$ cat src/rtl/psl_fifo_pkg.sv
// Shared types, sizes and the parity helper for the PSL show-ahead FIFO family.
package psl_fifo_pkg;

    localparam int FIFO_AW   = 3;
    localparam int FIFO_DW   = 8;
    localparam int DEPTH     = 2 ** FIFO_AW;
    localparam int PAR_MAX_W = 64;

    typedef logic [FIFO_AW:0] fifo_cnt_t;

    // Even parity bit: storing it alongside the data makes the XOR of the whole word zero.
    function automatic logic even_parity(input logic [PAR_MAX_W-1:0] data);
        return ^data;
    endfunction

endpackage

$ cat src/rtl/psl_fifo_ram.sv
// Single-write / single-read word array with a registered read address and an async array read.
module psl_fifo_ram #(
    parameter int AW = 3,
    parameter int W  = 8
) (
    input  logic          clk_i,
    input  logic          reset_i,
    input  logic          wr_en,
    input  logic [AW-1:0] wr_addr,
    input  logic [W-1:0]  wr_data,
    input  logic [AW-1:0] rd_addr,
    output logic [W-1:0]  rd_data
);

    logic [W-1:0]  mem [2**AW];
    logic [AW-1:0] rd_addr_reg;

    always_ff @(posedge clk_i) begin
        if (wr_en) begin
            mem[wr_addr] <= wr_data;
        end
    end

    always_ff @(posedge clk_i) begin
        if (reset_i) begin
            rd_addr_reg <= '0;
        end else begin
            rd_addr_reg <= rd_addr;
        end
    end

    assign rd_data = mem[rd_addr_reg];

endmodule

$ cat src/rtl/psl_sync_fifo_sa.sv
// Show-ahead synchronous FIFO with guarded push/pop, programmable thresholds and sticky errors.
// Define SYNC_FIFO_PARITY_EN to store an even-parity bit per word and report perr_o on pops.
module psl_sync_fifo_sa
    import psl_fifo_pkg::*;
#(
    parameter int AW        = 3,
    parameter int DW        = 8,
    parameter int AFULL_RST = 6
) (
    input  logic          clk_i,
    input  logic          reset_i,
    input  logic          w_en_i,
    input  logic [DW-1:0] w_din_i,
    output logic [AW:0]   w_num_used_o,
    output logic          full_o,
    output logic          afull_o,
    input  logic [AW:0]   afull_thr_i,
    input  logic          r_en_i,
    output logic [DW-1:0] r_dout_o,
    output logic [AW:0]   r_num_val_o,
    output logic          empty_o,
    output logic          aempty_o,
    input  logic [AW:0]   aempty_thr_i,
    output logic          ovf_o,
    output logic          udf_o,
    input  logic          clr_err_i,
    output logic          perr_o
);

`ifdef SYNC_FIFO_PARITY_EN
    localparam int MW = DW + 1;
`else
    localparam int MW = DW;
`endif

    localparam logic [AW:0]   FULL_CNT  = {1'b1, {AW{1'b0}}};
    localparam logic [AW:0]   CNT_ONE   = (AW+1)'(1);
    localparam logic [AW-1:0] PTR_ONE   = AW'(1);
    localparam logic [AW:0]   AFULL_DEF = (AW+1)'(AFULL_RST);

    logic          w_acc;
    logic          r_acc;
    logic [AW-1:0] waddr_reg, waddr_next;
    logic [AW-1:0] raddr_reg, raddr_next;
    logic [AW:0]   used_reg, used_next;
    logic [AW:0]   val_reg, val_next;
    logic          w_acc_d_reg;
    logic          full_reg, full_next;
    logic          afull_reg, afull_next;
    logic          empty_reg, empty_next;
    logic          aempty_reg, aempty_next;
    logic          ovf_reg, ovf_next;
    logic          udf_reg, udf_next;
    logic [AW:0]   afull_thr_eff;
    logic [MW-1:0] wr_word;
    logic [MW-1:0] rd_word;

    assign w_acc = w_en_i & ~full_reg;
    assign r_acc = r_en_i & ~empty_reg;

    assign afull_thr_eff = (afull_thr_i == '0) ? AFULL_DEF : afull_thr_i;

    always_comb begin
        waddr_next = waddr_reg;
        raddr_next = raddr_reg;
        used_next  = used_reg;
        val_next   = val_reg;

        if (w_acc) begin
            waddr_next = waddr_reg + PTR_ONE;
        end
        // The read address is looked ahead so the next word is already on r_dout_o after a pop.
        if (r_acc) begin
            raddr_next = raddr_reg + PTR_ONE;
        end

        case ({w_acc, r_acc})
            2'b10:   used_next = used_reg + CNT_ONE;
            2'b01:   used_next = used_reg - CNT_ONE;
            default: used_next = used_reg;
        endcase

        // Readable count trails the allocated count by one cycle to cover the array write.
        case ({w_acc_d_reg, r_acc})
            2'b10:   val_next = val_reg + CNT_ONE;
            2'b01:   val_next = val_reg - CNT_ONE;
            default: val_next = val_reg;
        endcase

        full_next   = (used_next == FULL_CNT);
        afull_next  = (used_next >= afull_thr_eff);
        empty_next  = (val_next == '0);
        aempty_next = (val_next <= aempty_thr_i);

        ovf_next = (w_en_i & full_reg)  | (ovf_reg & ~clr_err_i);
        udf_next = (r_en_i & empty_reg) | (udf_reg & ~clr_err_i);
    end

    always_ff @(posedge clk_i) begin
        if (reset_i) begin
            waddr_reg   <= '0;
            raddr_reg   <= '0;
            used_reg    <= '0;
            val_reg     <= '0;
            w_acc_d_reg <= 1'b0;
            full_reg    <= 1'b0;
            afull_reg   <= 1'b0;
            empty_reg   <= 1'b1;
            aempty_reg  <= 1'b1;
            ovf_reg     <= 1'b0;
            udf_reg     <= 1'b0;
        end else begin
            waddr_reg   <= waddr_next;
            raddr_reg   <= raddr_next;
            used_reg    <= used_next;
            val_reg     <= val_next;
            w_acc_d_reg <= w_acc;
            full_reg    <= full_next;
            afull_reg   <= afull_next;
            empty_reg   <= empty_next;
            aempty_reg  <= aempty_next;
            ovf_reg     <= ovf_next;
            udf_reg     <= udf_next;
        end
    end

`ifdef SYNC_FIFO_PARITY_EN
    logic perr_reg;

    assign wr_word = {even_parity(PAR_MAX_W'(w_din_i)), w_din_i};

    always_ff @(posedge clk_i) begin
        if (reset_i) begin
            perr_reg <= 1'b0;
        end else begin
            perr_reg <= r_acc & (^rd_word);
        end
    end

    assign perr_o = perr_reg;
`else
    assign wr_word = w_din_i;
    assign perr_o  = 1'b0;
`endif

    psl_fifo_ram #(
        .AW (AW),
        .W  (MW)
    ) u_ram (
        .clk_i   (clk_i),
        .reset_i (reset_i),
        .wr_en   (w_acc),
        .wr_addr (waddr_reg),
        .wr_data (wr_word),
        .rd_addr (raddr_next),
        .rd_data (rd_word)
    );

    assign r_dout_o     = rd_word[DW-1:0];
    assign w_num_used_o = used_reg;
    assign r_num_val_o  = val_reg;
    assign full_o       = full_reg;
    assign afull_o      = afull_reg;
    assign empty_o      = empty_reg;
    assign aempty_o     = aempty_reg;
    assign ovf_o        = ovf_reg;
    assign udf_o        = udf_reg;

endmodule

$ cat config.mk
export PLATFORM = sky130hd
export DESIGN_NAME = psl_sync_fifo_sa
export DESIGN_NICKNAME = d
export VERILOG_FILES = /design/src/rtl/psl_fifo_pkg.sv /design/src/rtl/psl_fifo_ram.sv /design/src/rtl/psl_sync_fifo_sa.sv
export SDC_FILE = /design/constraint.sdc
export NUM_CORES = 1
export LEC_CHECK = 0
export BUFFER_PORTS_ARGS = -buffer_cell sky130_fd_sc_hd__buf_2
export CORE_MARGIN = 5
export CORE_UTILIZATION = 45
export CTS_CLUSTER_SIZE = 24
export DETAILED_ROUTE_END_ITERATION = 8
export PLACE_DENSITY_LB_ADDON = 0.12
export SLEW_MARGIN = 20
export SYNTH_ARGS = -nofsm -noshare
export SYNTH_HDL_FRONTEND = slang
export SYNTH_SLANG_ARGS = --single-unit
$ cat constraint.sdc
create_clock -name clk_i -period 2.9 [get_ports clk_i]
set_input_delay 0.58 -clock clk_i [delete_from_list [all_inputs] [get_ports clk_i]]
set_output_delay 0.58 -clock clk_i [all_outputs]
set_load 0.005 [all_outputs]
==> results of run 1 <==
[layout make-up]
class                   count  area [µm²]
clock buffers               9         124
clock inverters             7        70.1
fillers                   741        3810
inverters                   9        33.8
multi-input cells         149        1320
flip-flops and latches     88        2400
well taps                 105         131
repair buffers             63         368
[through the flow]
step	instance area, µm²	TNS (ns)
after global placement	4250	0
after global routing	4450	-0.0157
final	4450	0
after detailed placement	4250	-0.0207
after CTS	4440	0
after floorplan	3830	0
[layout by cell type (no fill, tap or decap), types with 2 or more instances in the layout]
cell        instances
a21oi_1             5
inv_2               2
mux4_2             16
clkinvlp_4          2
nor3_1             10
nand3_1             2
nor2b_1             7
buf_4              21
xor2_1              9
dfxtp_1            24
or3_1               2
a31oi_1             2
clkbuf_8            9
nand2b_1            4
edfxtp_1           64
a22oi_1             2
mux2_2             10
nand2_1            14
nor2_1             23
xnor2_1             3
ha_1               12
clkinv_1            2
o21a_1              2
nor4_1              3
o21ai_0             4
inv_1               7
buf_2              42
[metal layers]
metal  vias to the layer above  part of all wire  GRT usage
li1                       1096                 -          -
met3                        11             0.043     0.0287
met2                        57              0.50      0.240
met4                         0             0.018     0.0696
met5                         -                 0          0
met1                      1099              0.43      0.185
[worst max path at each step]
| stage | start | end | slack (ns) |
|---|---|---|---|
| floorplan | w_en_i | afull_o | 0.19 |
| global placement | w_en_i | afull_o | 0.09 |
| detailed placement | w_en_i | afull_o | -0.02 |
| CTS | empty_o | afull_o | 0.25 |
| global route | empty_o | afull_o | -0.02 |
| finish | empty_o | afull_o | 0.26 |
[cell families after synthesis]
kind of cell             synth area share
AO/OA/AOI/OAI                      0.0539
other                            0.000980
AND/OR/NAND/NOR                    0.0919
adder cells (fa/ha/maj)            0.0392
XOR/XNOR                           0.0337
flip-flops                          0.628
multiplexers                        0.124
buffers and inverters              0.0291
[power groups by stage]
stage | sequential (mW) | clock (mW) | combinational [mW]
finish | 1.54 | 0.820 | 0.889
global route | 1.55 | 0.909 | 1.01
CTS | 1.54 | 0.854 | 0.907
detailed placement | 1.57 | 0 | 0.901
global placement | 1.57 | 0 | 0.892
floorplan | 1.55 | 0 | 0.637
[what timing repair did]
| item | CTS | global route |
|---|---|---|
| endpoints found under the setup margin | 0 | 1 |
| hold endpoints to repair | 0 | 0 |
| resized for setup | 0 | 1 |
| hold buffers | 0 | 0 |
==> results.yml, run 1 <==
status:
  outcome: "finished, final reports clean"
timing:
  tightest_slew_ns: 0.697
  whs_ns: 0.495
  skew_ns: 0.00388
  maxSlewViolCount: 0
  setup_ws_ns: 0.263
  period_needed_ns: 2.64
  relSlewSlack: 0.532
  fin_crit_sh: 0.909
  finalSetupViolCount: 0
  hold_violations: 0
  fmax_mhz: 379
logic_synthesis:
  post-synth-top-count-cell: "edfxtp_1"
  ys_seq_area_frac: 0.628
  yosysWarnings: 0
  synth_top_area_cell: "edfxtp_1"
  synthTopCellsByArea: "edfxtp_1 50%, dfxtp_1 13%, mux4_2 9.4%"
  async_flop_share: 0
  syn_avg_cell_area_um2: 14.8
  synth_top_cell_area_share: 0.502
  synth_seq_cells: 88
  yosysUniqueCellTypes: 46
  synth_area_um2: 3830
  synth_ff_type: "edfxtp_1"
  netlist_instances: 258
  syn_nets: 291
  synthTopCellsByCount: "64 x edfxtp_1, 24 x dfxtp_1, 23 x nor2_1"
  synth_edf_count: 64
power:
  p_total_mw: 3.25
  swShare: 0.287
  p_per_area_nw_per_um2: 730
  p_comb_frac: 0.274
  p_clk_frac: 0.253
  leakagePower_nw: 1.69
  p_switching_mw: 0.932
  max-vdd-ir-drop_mv: 0.335
  p_int_mw: 2.31
  pwr-share-seq: 0.474
worst_hold_path:
  holdPathEnd: "u_ram.mem[5][4]"
  min_path_cells: 1
  min-delay-start: "w_din_i[4]"
  hp-class: "in -> reg"
setup_path:
  crit_family: "compound AO/OA/AOI/OAI gates"
  worst-path-buf-inv: 0
  end_kind: "register"
  cp.required_ns: 3.12
  critPathKind: "reg -> reg"
  cp.arrival_ns: 2.86
  crit_path_start_kind: "register"
  r2r.worst_path.cells: 13
  r2r-end: "afull_o"
  slowest_stage: "dfxtp_1"
  slowest_delay_ns: 0.35
  rr_startpoint: "empty_o"
  crit_cells: 13
  path_max_fanout: 8
  rrSetupSlack_ns: 0.26
  path_cells: "nand2b_4, nor2_2, xor2_1, ha_1, a21oi_1, a21boi_2, nor3_2, xor2_1, ha_1, a211oi_1, o21ai_0, o2111ai_1, o221ai_1"
cells_and_area:
  largest_register_ffs: 64
  fin_cells: 430
  fin_nets: 353
  regMostFlops: "u_ram.mem"
  drive_gt1_frac: 0.348
  diodes: 0
  post-route-util: 0.538
  area_delta_synth_final_pct: 16.2
global_route:
  grt_usage: 0.146
  antenna_found_initial: 0
  grt_pass1_wl_mm: 11.3
  grt_max_degree: 25
  grt_overflow: 0
  first_global_vias: 2312
floorplanning:
  io_pins: 44
  initial_core_util: 0.463
  die_width_um: 102
  coreArea_um2: 8260
  die_height_um: 102
  dieArea_um2: 10500
  row_count: 33
clock_tree:
  post_cts_buffers: 0
  cts-root-buf: "clkbuf_8"
  clk_pin_slew_ns: 0.08
  clk-insertion-delay-late_ns: 0.35
  cts_made_buffers: 9
  cts-htree-levels: 3
  clk_path_buf_depth: 2
  tritoncts: "built"
  cts_sinks: 88
placement:
  dp.cells: 414
  placement.io_buffers: 42
  dp_slack_ns: -0.0207
  hpwl_mm: 4.66
  gp_congestion: 0.768
flow_run:
  maxCapViolCount: 0
route:
  routed_wl_mm: 6.98
  avgViaCountPerCell: 5.26
  via_count: 2263
  drt-initial-drc-count: 128
  dr.pass1.iters: 4
  drc: 0
  ant_nets: 0
  post_drt_wl_per_cell_um: 16.2
Note: power is estimated with default switching activity, not from simulation.
==> run 2: changes to the inputs <==
Settings changed: MAX_ROUTING_LAYER from default to met4.
==> results.yml, run 2 (synthesis results as in run 1) <==
route:
  avgViaCountPerCell: 5.27
  ant_nets: 0
  dr.pass1.iters: 4
  post_drt_wl_per_cell_um: 16.2
  drt-initial-drc-count: 132
  drc: 0
  via_count: 2268
  routed_wl_mm: 6.98
setup_path:
  path_max_fanout: 8
  end_kind: "register"
  crit_path_start_kind: "register"
  path_cells: "nand2b_4, nor2_2, xor2_1, ha_1, a21oi_1, a21boi_2, nor3_2, xor2_1, ha_1, a211oi_1, o21ai_0, o2111ai_1, o221ai_1"
  slowest_stage: "dfxtp_1"
  critPathKind: "reg -> reg"
  cp.required_ns: 3.12
  r2r-end: "afull_o"
  cp.arrival_ns: 2.85
  rrSetupSlack_ns: 0.26
  r2r.worst_path.cells: 13
  rr_startpoint: "empty_o"
  slowest_delay_ns: 0.35
cells_and_area:
  fin_nets: 353
  fill_cells: 741
  multi_input_area_um2: 1320
  diodes: 0
  area_delta_synth_final_pct: 16.2
  largest_register_ffs: 64
  final_common_cell: "edfxtp_1"
  regArea_um2: 2400
  drive_gt1_frac: 0.348
  layout_common_cells: "64 x edfxtp_1, 42 x buf_2, 24 x dfxtp_1"
  regMostFlops: "u_ram.mem"
floorplanning:
  die_width_um: 102
  io_pins: 44
  dieArea_um2: 10500
  die_height_um: 102
  coreArea_um2: 8260
  initial_core_util: 0.463
  row_count: 33
clock_tree:
  cts-htree-levels: 3
  ctsHoldBuffers: 0
  clk_path_buf_depth: 2
  clk-insertion-delay-late_ns: 0.35
  cts_made_buffers: 9
  cts-root-buf: "clkbuf_8"
  cts_sinks: 88
  tritoncts: "built"
  clk_pin_slew_ns: 0.08
placement:
  hpwl_mm: 4.66
  placement.io_buffers: 42
  gp_congestion: 0.778
  dp_slack_ns: -0.0207
timing:
  hold_violations: 0
  maxSlewViolCount: 0
  skew_ns: 0.00380
  tightest_slew_ns: 0.697
  setup_ws_ns: 0.262
  relSlewSlack: 0.532
  period_needed_ns: 2.64
  fin_crit_sh: 0.910
  whs_ns: 0.495
  fmax_mhz: 379
  finalSetupViolCount: 0
global_route:
  grt_pass1_wl_mm: 11.3
  grt_overflow: 0
  grt_max_degree: 25
  antenna_found_initial: 0
  first_global_vias: 2307
  grt_usage: 0.150
worst_hold_path:
  min_path_cells: 2
  hp-class: "reg -> reg"
  holdPathEnd: "ovf_o"
  min-delay-start: "ovf_o"
power:
  leakagePower_nw: 1.69
  p_per_area_nw_per_um2: 730
  swShare: 0.287
  p_int_mw: 2.31
  pwr-share-seq: 0.473
  max-vdd-ir-drop_mv: 0.335
  p_comb_frac: 0.274
  p_switching_mw: 0.932
  p_clk_frac: 0.252
status:
  outcome: "finished, final reports clean"
flow_run:
  maxCapViolCount: 0
run 2: cell counts in the layout (fill, tap and decap cells not counted):
No cell type changed its count.
run 2: area by class of cell:
type	instances	area share
flip-flops and latches	88	0.540
multi-input cells	149	0.296
repair buffers	63	0.0827
well taps	105	0.0295
clock buffers	9	0.0279
clock inverters	7	0.0158
inverters	9	0.00760
run 2: critical path: cells and delay by family (launching register included):
family,cells,cell delay (ns)
DFF,1,0.35
AOI/OAI and AO/OA,6,1.13
and+or+nand+nor,3,0.30
xor gates and xnor gates,2,0.29
adders and majority gates,2,0.42
run 2: power groups by stage:
stage	Sequential [mW]	Combinational, mW	Clock [mW]
floorplan	1.55	0.637	0
global placement	1.57	0.892	0
detailed placement	1.57	0.901	0
CTS	1.54	0.907	0.854
global route	1.55	1.01	0.909
finish	1.54	0.890	0.819
run 2: what timing repair did:
action,CTS,global route
endpoints found under the setup margin,0,1
resized for setup,0,1
buffers inserted,0,0
run 2: metal layers:
layer  GRT usage  wire (µm)  vias to the layer above
li1            -          -                     1094
met1       0.185       3070                     1114
met2       0.240       3510                       48
met3      0.0273        254                       12
met4      0.0696        140                        0
met5           -          0                        -
run 2: worst max path at each step:
stage                   end     from  cells after the start
global placement    afull_o   w_en_i                     14
global route        afull_o  empty_o                     13
CTS                 afull_o  empty_o                     13
floorplan           afull_o   w_en_i                     13
finish              afull_o  empty_o                     13
detailed placement  afull_o   w_en_i                     14
run 2: metrics by stage:
stage	power, mW	cell area (µm²)	instances	utilization	setup TNS, ns
final	3.25	4450	430	0.538	0
after global routing	3.47	4450	430	0.538	-0.0156
after CTS	3.30	4440	430	0.538	0
after detailed placement	2.47	4250	414	0.515	-0.0207
after global placement	2.46	4250	414	0.515	0
after floorplan	2.19	3830	258	-	0
